## src/rtl/dmem_arbiter_pkg.sv

```systemverilog
// Shared types and constants for the data-memory port arbiter.
package dmem_arbiter_pkg;

    localparam int unsigned DATA_W          = 32;
    localparam int unsigned BE_W            = 4;
    localparam int unsigned ADDR_W_MAX      = 32;
    localparam int unsigned DMEM_RD_LATENCY = 1;

    localparam int unsigned REQ_LSU = 0;
    localparam int unsigned REQ_DBG = 1;

    typedef struct packed {
        logic [ADDR_W_MAX-1:0] addr;
        logic [BE_W-1:0]       we;
        logic [DATA_W-1:0]     wdata;
    } arb_req_t;

endpackage

```

## src/rtl/dmem_arbiter_rr.sv

```systemverilog
// Combinational round-robin pick: first valid index at or after ptr, wrapping.
module rr_arbiter #(
    parameter  int unsigned N  = 2,
    localparam int unsigned IW = (N > 1) ? $clog2(N) : 1
) (
    input  logic [N-1:0]  valid,
    input  logic [IW-1:0] ptr,
    output logic [N-1:0]  grant,
    output logic [IW-1:0] grant_idx,
    output logic          grant_any
);

    always_comb begin
        int unsigned idx;
        idx       = 0;
        grant     = '0;
        grant_idx = '0;
        grant_any = 1'b0;
        for (int unsigned k = 0; k < N; k++) begin
            idx = (32'(ptr) + k) % N;
            if (!grant_any && valid[idx]) begin
                grant[idx] = 1'b1;
                grant_idx  = IW'(idx);
                grant_any  = 1'b1;
            end
        end
    end

endmodule

```

## src/rtl/dmem_arbiter.sv

```systemverilog
// Round-robin sharing of the single synchronous data-memory port between
// N_REQ requesters, with a one-cycle response strobe back to the winner.
module dmem_arbiter
    import dmem_arbiter_pkg::*;
#(
    parameter int unsigned N_REQ   = 2,
    parameter int unsigned AW      = 32,
    parameter int unsigned RR_INIT = 0
) (
    input  logic                   clk,
    input  logic                   rst,
    input  logic [N_REQ-1:0]       req_valid,
    output logic [N_REQ-1:0]       req_ready,
    input  logic [N_REQ*AW-1:0]    req_addr,
    input  logic [N_REQ*BE_W-1:0]  req_we,
    input  logic [N_REQ*DATA_W-1:0] req_wdata,
    output logic [N_REQ-1:0]       rsp_valid,
    output logic [DATA_W-1:0]      rsp_rdata,
    output logic [AW-1:0]          d_addr,
    output logic [BE_W-1:0]        d_we,
    output logic [DATA_W-1:0]      d_wr_data,
    input  logic [DATA_W-1:0]      d_rd_data,
    output logic                   busy
);

    localparam int unsigned IW = (N_REQ > 1) ? $clog2(N_REQ) : 1;

    arb_req_t          slot [N_REQ];
    arb_req_t          sel;
    logic [N_REQ-1:0]  valid_gated;
    logic [N_REQ-1:0]  grant;
    logic [IW-1:0]     grant_idx;
    logic              grant_any;
    logic [IW-1:0]     rr_ptr;
    logic [IW-1:0]     ptr_next;
    logic              rsp_pend;

    for (genvar i = 0; i < N_REQ; i++) begin : g_slot
        assign slot[i].addr  = ADDR_W_MAX'(req_addr[i*AW +: AW]);
        assign slot[i].we    = req_we[i*BE_W +: BE_W];
        assign slot[i].wdata = req_wdata[i*DATA_W +: DATA_W];
    end

    // Nothing is granted (so nothing is written) while reset is held.
    assign valid_gated = rst ? '0 : req_valid;

    rr_arbiter #(.N(N_REQ)) u_rr (
        .valid     (valid_gated),
        .ptr       (rr_ptr),
        .grant     (grant),
        .grant_idx (grant_idx),
        .grant_any (grant_any)
    );

    assign req_ready = grant;
    assign ptr_next  = IW'((32'(grant_idx) + 32'd1) % N_REQ);

    // Idle cycles park the port on the LSU slot with write enables low.
    always_comb begin
        sel       = grant_any ? slot[grant_idx] : slot[REQ_LSU];
        d_addr    = AW'(sel.addr);
        d_wr_data = sel.wdata;
        d_we      = grant_any ? sel.we : '0;
    end

    always_ff @(posedge clk or posedge rst) begin
        if (rst) begin
            rr_ptr    <= IW'(RR_INIT);
            rsp_pend  <= 1'b0;
            rsp_valid <= '0;
        end else begin
            rsp_pend  <= grant_any;
            rsp_valid <= grant;
            if (grant_any) begin
                rr_ptr <= ptr_next;
            end
        end
    end

    // The RAM already registers its read data; pass it straight back.
    assign rsp_rdata = d_rd_data;
    assign busy      = rsp_pend;

endmodule

```

## config.mk

```make
export PLATFORM = sky130hd
export DESIGN_NAME = dmem_arbiter
export DESIGN_NICKNAME = d
export VERILOG_FILES = /design/src/rtl/dmem_arbiter_pkg.sv /design/src/rtl/dmem_arbiter_rr.sv /design/src/rtl/dmem_arbiter.sv
export SDC_FILE = /design/constraint.sdc
export NUM_CORES = 1
export LEC_CHECK = 0
export BUFFER_PORTS_ARGS = -buffer_cell sky130_fd_sc_hd__buf_4
export CAP_MARGIN = 20
export CORE_AREA = 5 5 106 108
export DETAILED_ROUTE_END_ITERATION = 10
export DIE_AREA = 0 0 111 113
export HOLD_SLACK_MARGIN = 0.08
export PLACE_DENSITY = 0.59
export SYNTH_ARGS = -nofsm -noshare
export SYNTH_HDL_FRONTEND = slang
export SYNTH_SLANG_ARGS = --single-unit
```

## constraint.sdc

```tcl
create_clock -name clk -period 3.45 [get_ports clk]
set_clock_uncertainty 0.2 [all_clocks]
set_input_delay 1.035 -clock clk [delete_from_list [all_inputs] [get_ports clk]]
set_output_delay 1.035 -clock clk [all_outputs]
set_load 0.1 [all_outputs]
```

==> impl_metrics.tcl, run 1 <==
set metrics [dict create \
    grt_pass1_wl_mm 9.494 \
    drt_iter0_markers 34 \
    critPathRequiredTime_ns 2.21 \
    dp_hpwl_mm 5.995 \
    netlist_instances 127 \
    drive_gt1_share_pct 95.19 \
    gp_congestion 0.8836 \
    clkTransAtPathRegs_ns 0.03 \
    ios 277 \
    clockBufferDepth 2 \
    leakagePower_nw 1.724 \
    syn_to_final_growth_pct 108.8 \
    critPathArrivalTime_ns 2.16 \
    antenna_cells 0 \
    grt_usage_pct 9.296 \
    die_h_um 113 \
    start_util_pct 14.65 \
    wl_per_cell_um 14.72 \
    antenna_found_initial 0 \
    finalHoldViolations 0 \
    vias 1702 \
    worst_setup_path_start_kind "input pin" \
    syn_area_um2 1485 \
    synth_cell_types 18 \
    crit_slowest_cell "mux2_2" \
    setup_viol 0 \
    hp-class "reg2reg" \
    p_total_mw 1.111 \
    multi_input_area_um2 1050 \
    clk-insertion-delay-late_ns 0.21 \
    ant_nets 0 \
    gr-total-overflow 0 \
    hold_slack_ns 0.3201 \
    rows 37 \
    grt_max_degree 27 \
    max_freq_mhz 294.9 \
    ys_seq_area_share_pct 6.740 \
    ys_ff_latch 4 \
    crit_fanout 23 \
    cp_cell_sequence "buf_4 > nand2b_4 > nand3_4 > buf_12 > mux2_2 > buf_4" \
    grt_pass1_vias 1750 \
    worst_pin_slew_ns 0.3124 \
    period_minus_slack_ns 3.391 \
    cts_tree "done" \
    final_common_cell "buf_4" \
    syn-num-nets 299 \
    cts_buffers 3 \
    finalWirelength_mm 6.594 \
    core_um2 10140 \
    crit_family "buffers and inverters" \
    outcome "completed" \
    drc_errors 0 \
    worst_path_most_repeated_cell "buf_4" \
    first_pass_iters 4 \
    final_cell_mix "210 x buf_4, 49 x mux2_4, 15 x mux2_2" \
    ir_drop_v 0.0001204 \
    ff2ff_path_depth 3 \
    dieWidth_um 111 \
    design_area_um2 3102 \
    cp_num_buf_inv 3 \
    dpl_cell_area_um2 3019 \
    max_stage_delay_ns 0.35 \
    end_kind "output pin" \
    power_density_nw_per_um2 358.2 \
    seq_area_um2 100.1 \
    layout.nets 486 \
    crit_cells 6 \
    io_buffer_count 212 \
    drv_slew 0 \
    cap_violations 0 \
    whs_path_depth 1 \
    avgSynthCellArea_um2 11.69 \
    path_class "in2out" \
    rsz0062_at_grt "no" \
    htreeDepth 1 \
    yosysWarnings 0 \
    cts-root-buf "clkbuf_8" \
    vias_per_cell 3.799 \
    die-area_um2 12540 \
    cts_sinks 4 \
    fillCellCount 1054 \
    relSlewSlack_pct 79.17 \
    period_share_pct 98.28 \
]
==> routing by layer <==
layer / vias up / track usage [%] / share of wire, %
met5: - / 0 / 0
met4: 0 / 0.9852 / 0.30
met3: 2 / 4.492 / 13
met2: 151 / 16.71 / 50
met1: 758 / 10.31 / 36
li1: 791 / - / -
==> area by class of cell <==
cell class / count / area share, %
tap: 136 / 5.486
multi-input combinational: 81 / 33.84
inverter: 2 / 0.2420
sequential: 4 / 3.227
clock buffer: 3 / 1.331
timing repair buffer: 222 / 55.87
==> through the flow <==
stage	worst slack (ns)	util, %	instances	setup TNS [ns]
floorplan	-0.2119	-	127	-0.2119
global placement	0.004837	29.78	445	0
detailed placement	0.01980	29.78	445	0
CTS	0.01492	30.19	448	0
global route	0.0008298	30.59	448	0
finish	0.05927	30.59	448	0
==> kinds of logic (layout without fill, tap and decap cells) <==
logic type	after synthesis	after routing	synth area share, %
flops	4	4	6.740
mux	64	64	60.91
buf+inv	42	227	24.51
compound gates	8	8	3.960
simple gates	9	9	3.875
==> Yosys cell counts <==
library cell | number | area (um^2)
a32oi_1 | 4 | 35.03
buf_2 | 2 | 10.01
a21oi_1 | 2 | 10.01
nor2_1 | 6 | 22.52
inv_2 | 1 | 3.750
buf_12 | 4 | 80.08
inv_1 | 1 | 3.750
nand3_4 | 1 | 17.52
a31oi_1 | 1 | 6.260
a21boi_0 | 1 | 7.510
nand2_1 | 1 | 3.750
buf_4 | 32 | 240.2
dfrtp_1 | 4 | 100.1
buf_8 | 1 | 15.01
nand2b_4 | 1 | 13.76
mux2_2 | 15 | 168.9
buf_6 | 1 | 11.26
mux2_4 | 49 | 735.7
==> sequential cells by signal, summed over array words and instances, names as in the netlist <==
register,count
rr_ptr,1
rsp_valid,2
busy,1
==> path summary, 6_finish.rpt <==
kind,slack [ns],end,startpoint
setup / recovery,0.06,d_addr[20],req_valid[0]
hold / removal,0.32,rsp_valid[0]$_DFF_PP0_,rr_ptr$_DFFE_PP0N_
setup reg to reg,2.33,rsp_valid[1]$_DFF_PP0_,rr_ptr$_DFFE_PP0N_
hold reg to reg,0.32,rsp_valid[0]$_DFF_PP0_,rr_ptr$_DFFE_PP0N_
max in group asynchronous,2.30,rr_ptr$_DFFE_PP0N_,rst
min in group asynchronous,0.63,rsp_valid[1]$_DFF_PP0_,rst
==> power by group <==
group	internal (mW)	switching [mW]	leakage [nW]	total, mW
Combinational	0.310	0.648	1.65	0.958
Clock	0.0742	0.0231	0.0216	0.0973
Sequential	0.0519	0.00367	0.0498	0.0555
==> repair_timing <==
item                       in CTS  in global routing
setup buffers                   0                  0
resized for setup               0                 12
setup endpoints to repair       0                 10
hold buffers                    0                  0
Power figures use the tool's default switching activity.
==> run 2: changes to the inputs <==
--- a/config.mk
+++ b/config.mk
@@ -11,7 +11,7 @@
 export DETAILED_ROUTE_END_ITERATION = 10
 export DIE_AREA = 0 0 111 113
 export HOLD_SLACK_MARGIN = 0.08
-export PLACE_DENSITY = 0.59
+export PLACE_DENSITY = 0.53
 export SYNTH_ARGS = -nofsm -noshare
 export SYNTH_HDL_FRONTEND = slang
 export SYNTH_SLANG_ARGS = --single-unit
==> impl_metrics.tcl, run 2 (synthesis results as in run 1) <==
set metrics [dict create \
    outcome "completed" \
    die_h_um 113 \
    layout.nets 493 \
    gp_congestion 0.8635 \
    instances_no_fill 455 \
    worst_setup_path_start_kind "input pin" \
    drv_slew 0 \
    ant_nets 0 \
    crit_path_end "d_addr[5]" \
    die-area_um2 12540 \
    cp_cell_sequence "buf_4 > inv_2 > nand3_4 > buf_12 > clkbuf_16 > mux2_4 > buf_4" \
    r2r-start "rr_ptr$_DFFE_PP0N_" \
    finalHoldViolations 0 \
    clockBufferDepth 2 \
    ir_drop_v 0.0001561 \
    period_share_pct 99.18 \
    hold_slack_ns 0.3245 \
    path_class "in2out" \
    rows 37 \
    multi_input_area_um2 1050 \
    cts-root-buf "clkbuf_8" \
    leakagePower_nw 1.792 \
    whs_path_depth 1 \
    dr_wl_met2_mm 3.555 \
    drt_iter0_markers 44 \
    route.met3.wl_um 776 \
    setup_viol 0 \
    cap_violations 0 \
    grt_usage_pct 9.320 \
    crit_fanout 11 \
    grt_pass1_wl_mm 9.632 \
    critPathRequiredTime_ns 2.21 \
    first_pass_iters 3 \
    wl_met1_mm 2.518 \
    antenna_found_initial 0 \
    worst_pin_slew_ns 0.2979 \
    vias 1719 \
    clkTransAtPathRegs_ns 0.03 \
    drc_errors 0 \
    finalWirelength_mm 6.908 \
    top_layer_used "met4" \
    final_cell_mix "206 x buf_4, 49 x mux2_4, 17 x buf_6" \
    r2r-end "rsp_valid[1]$_DFF_PP0_" \
    antenna_cells 0 \
    wl_per_cell_um 15.18 \
    worst_path_most_repeated_cell "buf_4" \
    drive_gt1_share_pct 95.30 \
    relSlewSlack_pct 80.14 \
    max_stage_delay_ns 0.30 \
    reg2reg_slack_ns 2.08 \
    period_minus_slack_ns 3.422 \
    clk-insertion-delay-late_ns 0.21 \
    crit_slowest_cell "mux2_4" \
    vias_per_cell 3.778 \
    max_freq_mhz 292.3 \
    io_buffer_count 212 \
    top_register "rsp_valid" \
    dieWidth_um 111 \
    ff2ff_path_depth 5 \
    htreeDepth 1 \
    critPathArrivalTime_ns 2.19 \
    grt_max_degree 24 \
    gr-total-overflow 0 \
    syn_to_final_growth_pct 117.9 \
    power_density_nw_per_um2 351.1 \
    end_kind "output pin" \
    seq_area_um2 100.1 \
    fillCellCount 1032 \
    place_inst 446 \
    cts_sinks 4 \
    start_util_pct 14.65 \
    cts_tree "done" \
    core_um2 10140 \
    dp_hpwl_mm 6.004 \
    grt_pass1_vias 1812 \
    worstSetupStartpoint "rst" \
    cts_buffers 3 \
    final_common_cell "buf_4" \
    hp-class "reg2reg" \
    largest_reg_flops 2 \
    ios 277 \
]
run 2: repair_timing:
item,in CTS,in global routing
cloned,0,2
hold buffers,0,0
buffers inserted,0,4
resized for setup,9,10
setup endpoints to repair,12,27
pin swaps,0,1
run 2: per-layer routing:
metal	vias up	GRT usage (%)
met1	753	10.09
met4	0	1.642
met2	150	16.95
met5	-	0
met3	6	4.225
li1	810	-
run 2: power breakdown:
group / total (mW) / internal [mW] / switching [mW]
combinational: 0.983 / 0.330 / 0.653
sequential: 0.0557 / 0.0519 / 0.00381
clock: 0.0976 / 0.0743 / 0.0233
total: 1.14 / 0.456 / 0.681
run 2: worst min path at each step:
stage / slack, ns / from / to
2_1_floorplan: 0.31 / rr_ptr$_DFFE_PP0N_ / rr_ptr$_DFFE_PP0N_
3_3_place_gp: 0.32 / rr_ptr$_DFFE_PP0N_ / rsp_valid[0]$_DFF_PP0_
3_5_place_dp: 0.32 / rr_ptr$_DFFE_PP0N_ / rsp_valid[0]$_DFF_PP0_
4_1_cts: 0.32 / rr_ptr$_DFFE_PP0N_ / rsp_valid[0]$_DFF_PP0_
5_1_grt: 0.35 / rr_ptr$_DFFE_PP0N_ / rsp_valid[0]$_DFF_PP0_
6_report: 0.32 / rr_ptr$_DFFE_PP0N_ / rsp_valid[0]$_DFF_PP0_
run 2: stage by stage:
step / cell area, um^2 / total power, mW / setup slack, ns / util (%) / setup TNS (ns)
after floorplan: 1514 / 0.9546 / -0.2119 / - / -0.2119
after global placement: 3039 / 1.011 / 0.02101 / 29.98 / 0
after detailed placement: 3039 / 1.015 / -0.01213 / 29.98 / -0.02169
after CTS: 3114 / 1.122 / -0.001372 / 30.72 / -0.003157
after global routing: 3237 / 1.175 / -0.001930 / 31.93 / -0.002379
final: 3237 / 1.136 / 0.02827 / 31.93 / 0
run 2: final cells by class:
class                           instances  share of cell area (%)
Timing Repair Buffer                  229                   57.71
Multi-Input combinational cell         81                   32.43
Inverter                                2                  0.2319
Sequential cell                         4                   3.092
Tap cell                              136                   5.257
Clock buffer                            3                   1.276
run 2: critical path: cells and delay by family:
kind                   cells  cell delay, ns
buffers and inverters      5            0.74
multiplexers               1            0.30
AND/OR/NAND/NOR            1            0.11
==> run 3: changes to the inputs <==
--- a/config.mk
+++ b/config.mk
@@ -12,6 +12,7 @@
 export DIE_AREA = 0 0 111 113
 export HOLD_SLACK_MARGIN = 0.08
 export PLACE_DENSITY = 0.53
+export RECOVER_POWER = 50
 export SYNTH_ARGS = -nofsm -noshare
 export SYNTH_HDL_FRONTEND = slang
 export SYNTH_SLANG_ARGS = --single-unit
==> impl_metrics.tcl, run 3 (synthesis results as in run 1) <==
set metrics [dict create \
    grt.busiest_layer "met2" \
    rows 37 \
    io_buffer_count 212 \
    finalWirelength_mm 6.908 \
    crit_slowest_cell "mux2_4" \
    worst_pin_slew_ns 0.3334 \
    core_um2 10140 \
    hold_slack_ns 0.3245 \
    ff2ff_path_depth 5 \
    period_share_pct 99.15 \
    crit_family "buffers and inverters" \
    clk-insertion-delay-late_ns 0.21 \
    path_class "in2out" \
    grt_max_degree 24 \
    p_total_mw 1.136 \
    die_h_um 113 \
    cts_sinks 4 \
    cp_num_buf_inv 5 \
    antenna_found_initial 0 \
    cap_violations 0 \
    start_util_pct 14.65 \
    worst_path_most_repeated_cell "buf_4" \
    grt_usage_pct 9.320 \
    crit_path_end "d_addr[5]" \
    antenna_cells 0 \
    gp_congestion 0.8635 \
    grt_pass1_vias 1812 \
    critPathRequiredTime_ns 2.21 \
    crit_cells 7 \
    cts_tree "done" \
    ant_nets 0 \
    reg2reg_slack_ns 2.08 \
    fillCellCount 1034 \
    drv_slew 0 \
    crit_fanout 11 \
    worst_setup_path_start_kind "input pin" \
    grt_pass1_wl_mm 9.632 \
    critPathArrivalTime_ns 2.19 \
    ios 277 \
    setup_viol 0 \
    htreeDepth 1 \
    max_stage_delay_ns 0.30 \
    largest_reg_flops 2 \
    r2r-start "rr_ptr$_DFFE_PP0N_" \
    r2r-end "rsp_valid[1]$_DFF_PP0_" \
    gr-usage-met1_pct 10.09 \
    leakagePower_nw 1.789 \
    drive_gt1_share_pct 94.98 \
    drc_errors 0 \
    cp_cell_sequence "buf_4 > inv_2 > nand3_4 > buf_12 > clkbuf_16 > mux2_4 > buf_4" \
    cts_buffers 3 \
    die-area_um2 12540 \
    outcome "completed" \
    clockBufferDepth 2 \
    cts-root-buf "clkbuf_8" \
    vias_per_cell 3.778 \
    wl_per_cell_um 15.18 \
    gr-usage-met3_pct 4.225 \
    final_cell_mix "205 x buf_4, 49 x mux2_4, 17 x buf_6" \
    ir_drop_v 0.0001561 \
    finalHoldViolations 0 \
    clkTransAtPathRegs_ns 0.03 \
    first_pass_iters 3 \
    worstSetupStartpoint "rst" \
    hp-class "reg2reg" \
    top_register "rsp_valid" \
    syn_to_final_growth_pct 117.7 \
    relSlewSlack_pct 77.77 \
    dp_hpwl_mm 6.004 \
    dieWidth_um 111 \
    postCtsHoldBufs 0 \
    period_minus_slack_ns 3.421 \
    end_kind "output pin" \
    final_common_cell "buf_4" \
    grt_util_met2_pct 16.95 \
    power_density_nw_per_um2 351.3 \
    layout.nets 493 \
    drt_iter0_markers 44 \
    gr-total-overflow 0 \
    vias 1719 \
    max_freq_mhz 292.4 \
]
[run 3: cell type report]
type / count / area, um^2 / area share [%]
multi-input cells: 81 / 1050 / 32.47
repair buffers: 229 / 1864 / 57.66
well taps: 136 / 170.2 / 5.263
inverters: 2 / 7.507 / 0.2322
clock buffers: 3 / 41.29 / 1.277
flip-flops and latches: 4 / 100.1 / 3.096
[run 3: how the worst min path moves through the flow]
stage / start / endpoint / slack (ns) / cells past startpoint
after floorplan: rr_ptr$_DFFE_PP0N_ / rr_ptr$_DFFE_PP0N_ / 0.31 / 1
after global placement: rr_ptr$_DFFE_PP0N_ / rsp_valid[0]$_DFF_PP0_ / 0.32 / 1
after detailed placement: rr_ptr$_DFFE_PP0N_ / rsp_valid[0]$_DFF_PP0_ / 0.32 / 1
after CTS: rr_ptr$_DFFE_PP0N_ / rsp_valid[0]$_DFF_PP0_ / 0.32 / 1
after global routing: rr_ptr$_DFFE_PP0N_ / rsp_valid[0]$_DFF_PP0_ / 0.35 / 1
final: rr_ptr$_DFFE_PP0N_ / rsp_valid[0]$_DFF_PP0_ / 0.32 / 1
[run 3: where the power goes]
group,leakage [nW],internal [mW],switching [mW]
clock,0.0216,0.0743,0.0233
sequential,0.0498,0.0519,0.00380
combinational,1.72,0.329,0.653
[run 3: timing repair]
item	CTS	global route
pin swaps	0	1
endpoints found under the hold margin	0	0
setup endpoints to repair	12	27
setup buffers	0	4
cloned	0	2
gates resized for setup	9	10
[run 3: routing by layer]
layer / wire length (um) / part of all wire (%)
met4: 59 / 0.85
met1: 2518 / 36
met3: 776 / 11
met5: 0 / 0
met2: 3554 / 51
[run 3: metrics by stage]
| step | setup TNS [ns] | utilization, % | cells | setup WS (ns) | area (um^2) |
|---|---|---|---|---|---|
| floorplan | -0.2119 | - | 127 | -0.2119 | 1514 |
| global placement | 0 | 29.98 | 446 | 0.02101 | 3039 |
| detailed placement | -0.02169 | 29.98 | 446 | -0.01213 | 3039 |
| CTS | -0.003157 | 30.72 | 449 | -0.001372 | 3114 |
| global route | -0.001266 | 31.89 | 455 | -0.001133 | 3233 |
| finish | 0 | 31.89 | 455 | 0.02949 | 3233 |
